## src/rtl/noc_vc_flit_arbiter.sv

```systemverilog
// Round-robin virtual-channel flit arbiter with a registered output stage.
// Define NOC_VC_ARB_PACKET_LOCK_EN to hold a grant from head flit to tail flit; otherwise every flit is arbitrated.
module noc_vc_flit_arbiter #(
  parameter int CHANNELS   = 4,
  parameter int FLIT_WIDTH = 32
) (
  input  logic                           noc_clk,
  input  logic                           noc_rst,
  input  logic                           i_clear,
  input  logic [CHANNELS-1:0]            i_valid,
  input  logic [CHANNELS*FLIT_WIDTH-1:0] i_flit,
  output logic [CHANNELS-1:0]            o_ready,
  output logic                           o_valid,
  output logic [CHANNELS-1:0]            o_vc,
  output logic [FLIT_WIDTH-1:0]          o_flit,
  input  logic                           i_ready,
  input  logic [CHANNELS-1:0]            i_vc_ready,
  output logic                           o_locked
);

  localparam int PW = (CHANNELS > 1) ? $clog2(CHANNELS) : 1;

  logic [FLIT_WIDTH-1:0] flit_arr [CHANNELS];
  logic [CHANNELS-1:0]   elig;
  logic [CHANNELS-1:0]   cand;
  logic                  found;
  logic [PW-1:0]         pick;
  int                    scan_idx;
  logic                  grant;
  logic [PW-1:0]         gnt_idx;
  logic [PW-1:0]         next_ptr;
  logic [CHANNELS-1:0]   gnt_onehot;
  logic [FLIT_WIDTH-1:0] sel_flit;
  logic                  load;
  logic                  pop;

  logic                  o_valid_reg;
  logic [CHANNELS-1:0]   o_vc_reg;
  logic [FLIT_WIDTH-1:0] o_flit_reg;
  logic [PW-1:0]         rr_ptr_reg;

  generate
    for (genvar gi = 0; gi < CHANNELS; gi++) begin : g_unpack
      assign flit_arr[gi] = i_flit[gi*FLIT_WIDTH +: FLIT_WIDTH];
    end
  endgenerate

  assign elig = i_valid & i_vc_ready;
  assign load = !o_valid_reg || i_ready;

  // First candidate at or after rr_ptr, wrapping around.
  always_comb begin
    found    = 1'b0;
    pick     = '0;
    scan_idx = 0;
    for (int k = 0; k < CHANNELS; k++) begin
      scan_idx = int'(rr_ptr_reg) + k;
      if (scan_idx >= CHANNELS) scan_idx = scan_idx - CHANNELS;
      if (!found && cand[scan_idx[PW-1:0]]) begin
        found = 1'b1;
        pick  = scan_idx[PW-1:0];
      end
    end
  end

`ifdef NOC_VC_ARB_PACKET_LOCK_EN
  typedef enum logic {IDLE, LOCKED} state_t;

  state_t              state_reg;
  logic [PW-1:0]       owner_reg;
  logic                gap_reg;
  logic [CHANNELS-1:0] head_bits;

  generate
    for (genvar gi = 0; gi < CHANNELS; gi++) begin : g_head
      assign head_bits[gi] = flit_arr[gi][FLIT_WIDTH-1];
    end
  endgenerate

  // Only head flits may open a packet; a stray body flit waits untouched.
  assign cand = elig & head_bits;

  always_comb begin
    grant   = 1'b0;
    gnt_idx = pick;
    if (state_reg == LOCKED) begin
      grant   = elig[owner_reg];
      gnt_idx = owner_reg;
    end else begin
      grant   = found && !gap_reg;
    end
  end

  assign o_locked = (state_reg == LOCKED);
`else
  assign cand     = elig;
  assign grant    = found;
  assign gnt_idx  = pick;
  assign o_locked = 1'b0;
`endif

  assign sel_flit   = flit_arr[gnt_idx];
  assign gnt_onehot = CHANNELS'(1) << gnt_idx;
  assign next_ptr   = (gnt_idx == PW'(CHANNELS - 1)) ? '0 : gnt_idx + 1'b1;
  assign pop        = load && grant && !noc_rst && !i_clear;
  assign o_ready    = pop ? gnt_onehot : '0;

  always_ff @(posedge noc_clk) begin
    if (noc_rst || i_clear) begin
      o_valid_reg <= 1'b0;
      o_vc_reg    <= '0;
      o_flit_reg  <= '0;
      rr_ptr_reg  <= '0;
`ifdef NOC_VC_ARB_PACKET_LOCK_EN
      state_reg   <= IDLE;
      owner_reg   <= '0;
      gap_reg     <= 1'b0;
`endif
    end else begin
      if (load) begin
        o_valid_reg <= pop;
        if (pop) begin
          o_flit_reg <= sel_flit;
          o_vc_reg   <= gnt_onehot;
        end
      end
`ifdef NOC_VC_ARB_PACKET_LOCK_EN
      if (state_reg == IDLE) begin
        // The gap flag burns exactly one load slot after a locked tail.
        if (load) gap_reg <= 1'b0;
        if (pop) begin
          rr_ptr_reg <= next_ptr;
          if (!sel_flit[FLIT_WIDTH-2]) begin
            state_reg <= LOCKED;
            owner_reg <= gnt_idx;
          end
        end
      end else if (pop && sel_flit[FLIT_WIDTH-2]) begin
        state_reg <= IDLE;
        gap_reg   <= 1'b1;
      end
`else
      if (pop) rr_ptr_reg <= next_ptr;
`endif
    end
  end

  assign o_valid = o_valid_reg;
  assign o_vc    = o_vc_reg;
  assign o_flit  = o_flit_reg;

endmodule

```

## config.mk

```make
export PLATFORM = sky130hd
export DESIGN_NAME = noc_vc_flit_arbiter
export DESIGN_NICKNAME = d
export VERILOG_FILES = /design/src/rtl/noc_vc_flit_arbiter.sv
export SDC_FILE = /design/constraint.sdc
export NUM_CORES = 1
export LEC_CHECK = 0
export ABC_AREA = 1
export BUFFER_PORTS_ARGS = -buffer_cell sky130_fd_sc_hd__buf_2
export CORE_ASPECT_RATIO = 0.8
export CORE_MARGIN = 2
export CORE_UTILIZATION = 50
export CTS_CLUSTER_SIZE = 8
export DETAILED_ROUTE_END_ITERATION = 7
export PLACE_DENSITY = 0.87
export SLEW_MARGIN = 25
export SYNTH_ARGS = -nofsm -noshare
export SYNTH_HDL_FRONTEND = slang
export SYNTH_SLANG_ARGS = --single-unit
```

## constraint.sdc

```tcl
create_clock -name noc_clk -period 6.1 [get_ports noc_clk]
set_clock_uncertainty 0.1 [all_clocks]
set_input_delay 0.915 -clock noc_clk [delete_from_list [all_inputs] [get_ports noc_clk]]
set_output_delay 0.915 -clock noc_clk [all_outputs]
set_load 0.01 [all_outputs]
```

* Word-level counts from Yosys, hierarchy flattened
Index checks and enable logic that the tools add are counted.
** Word-level totals
- Bits in registers :: 39
- Bits in latches :: 0
- RAM bits :: 0
- Bits in read-only memories :: 0
- Input bits :: 140
- Output and inout bits :: 42
- Logic and storage cells :: 65
- Memories kept :: 0
** Cells by class
- Add/subtract/negate cells :: 8
- Multipliers :: 0
- Div/mod/pow operators :: 0
- Magnitude comparators :: 9
- Equal/unequal tests :: 1
- Shift operators :: 1
- Muxes and demuxes :: 25
- Bitwise gates (word level) :: 2
- Reductions and logical operators :: 15
** Operators with widths (count)
- 32-bit binary-select mux with 2-bit select :: 1
- 32-bit 2-to-1 mux :: 2
- 2-bit 2-to-1 mux :: 9
- 3-bit >= comparator (second input constant) :: 4
- 2-bit by 3-bit less-than comparator with 1-bit output (second input constant) :: 4
- 1-bit binary-select mux with 2-bit select :: 4
- 1-bit 2-to-1 mux :: 8
- 2-bit by 1-bit subtractor with 2-bit output (second input constant) :: 4
- 2-bit by 2-bit adder with 3-bit output (second input constant) :: 2
- 1-bit logical AND :: 6
- 1-bit logical NOT :: 6
- 4-bit bitwise AND :: 1
- 4-bit 2-to-1 mux :: 1
- 1-bit by 2-bit left shift with 4-bit output (first input constant) :: 1
- 2-bit by 1-bit adder with 3-bit output (second input constant) :: 1
- 2-bit by 3-bit >= comparator with 1-bit output (second input constant) :: 1
- 2-bit inverter with 3-bit output :: 1
- 2-bit by 1-bit adder with 2-bit output (second input constant) :: 1
- 2-bit equality test (second input constant) :: 1
- 1-bit logical OR :: 2
- 2-bit AND reduction :: 1

* Logic depth before layout (Yosys ltp)
- Depth after elaboration :: 18
- Mapped depth :: 16

* Worst setup path before layout
Ideal clock, no wire load.
- Kind :: input -> output
- Start :: input i_valid[2]
- End :: output o_ready[1]
- Arrival time :: 2186 ps
- Data required time :: 5085 ps
- Path slack :: 2899 ps
- Stages on the path :: 15
- Cell sequence :: nand2_1 nand2_1 nand2_1 nand2_1 nand2_2 nand2_1 nand2_1 nand2_2 nand3_2 buf_6 buf_6 inv_1 ha_1 nand2_1 inv_1
** Between the ends
- Elaborated cells between the ends (all ways) :: 28
- Those cells by class :: shift (1); mux (17); bitwise (1); reduce/logical (9)
** RTL lines
- start: declaration :: RTL line 10 : input logic [CHANNELS-1:0] i_valid,
- 4-bit bitwise AND * :: RTL line 48 : assign elig = i_valid & i_vc_ready;
- 1-bit binary-select mux with 2-bit select :: RTL line 59 : if (!found && cand[scan_idx[PW-1:0]]) begin
- 1-bit 2-to-1 mux (not written as such) :: RTL line 59
- 1-bit 2-to-1 mux :: RTL line 59
- 1-bit logical NOT :: RTL line 59
- 1-bit logical AND :: RTL line 59
- 1-bit 2-to-1 mux :: RTL line 59
- 1-bit logical NOT :: RTL line 59
- 1-bit logical AND :: RTL line 59
- 1-bit 2-to-1 mux :: RTL line 59
- 1-bit logical NOT :: RTL line 59
- 1-bit logical AND :: RTL line 59
- 2-bit 2-to-1 mux * :: RTL line 59
- 1-bit by 2-bit left shift with 4-bit output * :: RTL line 103 : assign gnt_onehot = CHANNELS'(1) << gnt_idx;
- via gnt_onehot[1] :: RTL line 32 : logic [CHANNELS-1:0] gnt_onehot;
- 4-bit 2-to-1 mux * :: RTL line 106 : assign o_ready = pop ? gnt_onehot : '0;
- end: declaration :: RTL line 12 : output logic [CHANNELS-1:0] o_ready,
Mark *: on every way through the listed nets, which the timed path passes. The rest lies on a longest branch. The select of a mux whose other input is x is not followed.

* Final worst setup path
Ends and elaborated chain as after synthesis.

==> flow_metrics.py <==
metrics = {
    "run_status": {
        "status": "finished, final reports clean",
    },
    "detailed_routing": {
        "routed.top_layer": "met4",
        "avgViaCountPerCell": 5.13,
        "drt_iter0_markers": 358,
        "wl_per_cell_um": 12.5,
        "wl_met3_um": 933,
        "dr_wl_met2_mm": 5.00,
        "num_vias": 4423,
        "postRouteAntennaNets": 0,
        "met1Wirelength_mm": 4.77,
        "first_pass_iters": 5,
        "totalWireLength_mm": 10.8,
        "drcViolationCount": 0,
    },
    "floorplanning": {
        "core-area_um2": 6820,
        "initial_core_util": 0.510,
        "rows": 27,
        "io_pins": 182,
        "fp.dieW_um": 97.3,
        "die_h_um": 78.6,
        "die-area_um2": 7640,
    },
    "logic_synthesis": {
        "synth_nets": 773,
        "synthTopCellsByArea": "dfxtp_1, nand2_1, nand3_1, inv_1, nand4_1",
        "synth_top_cell_area_share": 0.224,
        "synthArstFlopShare": 0,
        "synth_warnings": 0,
        "synth-edff-count": 0,
        "synth_cell_types": 23,
        "synth_largest_area_cell": "dfxtp_1",
        "synthFlopType": "dfxtp_1",
        "synth_area_per_cell_um2": 5.53,
        "syn_area_um2": 3480,
        "synth_cells": 629,
        "synth-seq-area-share": 0.224,
        "ys_ff_latch": 39,
    },
    "placement": {
        "hpwl_mm": 7.76,
        "post-place-cells": 856,
        "post_dp_cell_area_um2": 4290,
        "port-buffer-count": 180,
        "place_congestion": 0.902,
    },
    "setup_path": {
        "rr_startpoint": "rr_ptr_reg[0]$_SDFFE_PP0P_",
        "path_class": "in -> out",
        "cpLargestDelayFamily": "simple AND/OR/NAND/NOR gates",
        "critPathRequiredTime_ns": 5.08,
        "cpMostUsedCell": "nand2_1",
        "cp_slowest_cell": "nand3_2",
        "startpoint": "i_valid[2]",
        "cpPeakStageDelay_ns": 0.87,
        "cp-end-kind": "primary output",
        "startpoint_type": "input port",
        "cp_cell_sequence": "buf_2, nand2_1, nand2_1, nand2_1, nand2_1, nand2_2, nand4_4, nand3_2, inv_1, ha_1, nand2_1, inv_1, buf_2",
        "worst-path-max-fanout": 67,
        "worst-path-buf-inv": 4,
        "arrival_ns": 3.83,
    },
    "grt": {
        "grt_usage": 0.274,
        "grt_max_degree": 68,
        "grt_pass1_vias": 3993,
        "grt.overflow.total": 0,
        "antenna_found_initial": 0,
        "grt_pass1_wl_mm": 17.9,
    },
    "clocking": {
        "cts_setup_buffers": 0,
        "clock_path_buffers": 2,
        "cts_root_buf": "clkbuf_8",
        "clock_latency_ns": 0.28,
        "clock-sinks": 39,
        "tritoncts": "done",
        "holdBufCountCts": 0,
        "cts_buffers": 5,
        "cts_resized": 0,
        "clk_pin_slew_ns": 0.08,
        "cts_max_level": 2,
    },
    "finish": {
        "drive_gt1_frac": 0.267,
        "final_nets": 920,
        "diodes": 0,
        "stdcell_count": 863,
        "areaGrowthSynthToFinish_pct": 25.9,
        "postLayoutCellArea_um2": 4380,
        "fillers": 672,
        "largest_reg_flops": 32,
    },
    "timing": {
        "fin_crit_sh": 0.794,
        "rsz0062_at_grt": "false",
        "max_slew.worst_pin.slew_ns": 0.947,
        "maxSlewHeadroom": 0.367,
        "finalHoldViolCount": 0,
        "setup_viol": 0,
        "clock.fmax_mhz": 207,
        "fin_tns_setup_ns": 0,
        "min_period_ns": 4.84,
        "holdWs_ns": 0.367,
        "final_max_slew_viol_count": 0,
    },
    "power_and_ir_drop": {
        "swShare": 0.531,
        "power_density_nw_per_um2": 405,
        "p_int_uw": 831,
        "p_switching_uw": 943,
        "finalPower_mw": 1.77,
        "leakagePower_nw": 2.90,
        "clockPowerShare": 0.102,
        "ir_drop_mv": 0.205,
        "p_comb_frac": 0.683,
        "seq_power_share": 0.215,
    },
    "hold_path": {
        "min_from": "o_vc[0]$_SDFFE_PP0P_",
        "hold_path.class": "reg -> reg",
    },
    "run": {
        "cap_violations": 0,
    },
}
==> final cells by class <==
class                   count  area, um2  share of cell area
clock buffers               6       82.6              0.0189
clock inverters             1       5.00             0.00114
inverters                 139        522               0.119
multi-input cells         405       1940               0.442
flip-flops and latches     39        781               0.178
well taps                  87        109              0.0248
repair buffers            186        946               0.216
==> logic make-up after synthesis <==
logic type	after synthesis	share of synthesized area
AND/OR/NAND/NOR	388	0.515
buffers and inverters	185	0.226
flip-flops	39	0.224
AO/OA/AOI/OAI	12	0.0194
adder cells (fa/ha/maj)	4	0.0144
other	1	0.00108
==> Yosys cell counts (2+ instances only) <==
library cell / n
dfxtp_1: 39
nand3_1: 111
buf_2: 28
ha_1: 4
buf_6: 6
o21ai_1: 2
inv_1: 136
buf_4: 3
a21oi_1: 7
clkbuf_1: 6
nand2_1: 201
nor2_1: 4
nand2_2: 4
nand4_1: 65
buf_1: 3
inv_2: 3
==> worst paths after layout <==
check                                               to  slack [ns]  depth (start not counted)
worst min-delay path              o_vc[0]$_SDFFE_PP0P_        0.37                          2
worst max register to register  o_flit[0]$_SDFFE_PP0P_        2.29                         12
worst min register to register    o_vc[0]$_SDFFE_PP0P_        0.37                          2
worst max-delay path                        o_ready[1]        1.26                         13
==> power by group through the flow <==
stage / Combinational (mW) / Sequential, mW / Clock, mW
3_3_place_gp: 1.16 / 0.385 / 0
5_1_grt: 1.38 / 0.391 / 0.198
2_1_floorplan: 0.953 / 0.413 / 0
4_1_cts: 1.20 / 0.381 / 0.186
6_report: 1.21 / 0.382 / 0.180
3_5_place_dp: 1.20 / 0.386 / 0
==> cells in the final DEF, fill, tap and decap left out, drive strengths merged <==
cell type    n
nand2      205
ha           4
clkbuf       6
buf        186
conb         1
nor2         5
nand4       66
dfxtp       39
inv        139
a21oi        8
clkinv       1
o21ai        4
nand3      112
==> metrics by stage <==
stage / utilization / setup slack [ns]
after floorplan: - / 2.90
after global placement: 0.629 / 1.49
after detailed placement: 0.629 / 1.35
after CTS: 0.642 / 1.34
after global routing: 0.642 / 0.909
final: 0.642 / 1.26
==> metal layers <==
metal | vias to the layer above | track usage
met3 | 9 | 0.0534
met2 | 226 | 0.478
met5 | - | 0
met4 | 0 | 0.0403
met1 | 1930 | 0.363
li1 | 2258 | -
==> worst reg2reg max path, cell delays in order (launching register included) <==
cell and delay [ns]:
dfxtp_1 0.56, inv_2 0.16, nand3_1 0.15, nand3_1 0.13, nand2_2 0.17, nand4_4 0.74, nand3_2 0.88, buf_4 0.45
nand2_1 0.12, nand3_1 0.09, nand2_1 0.06, nand2_1 0.05, nand2_1 0.05
No activity file was read; power rests on OpenSTA's default activity.
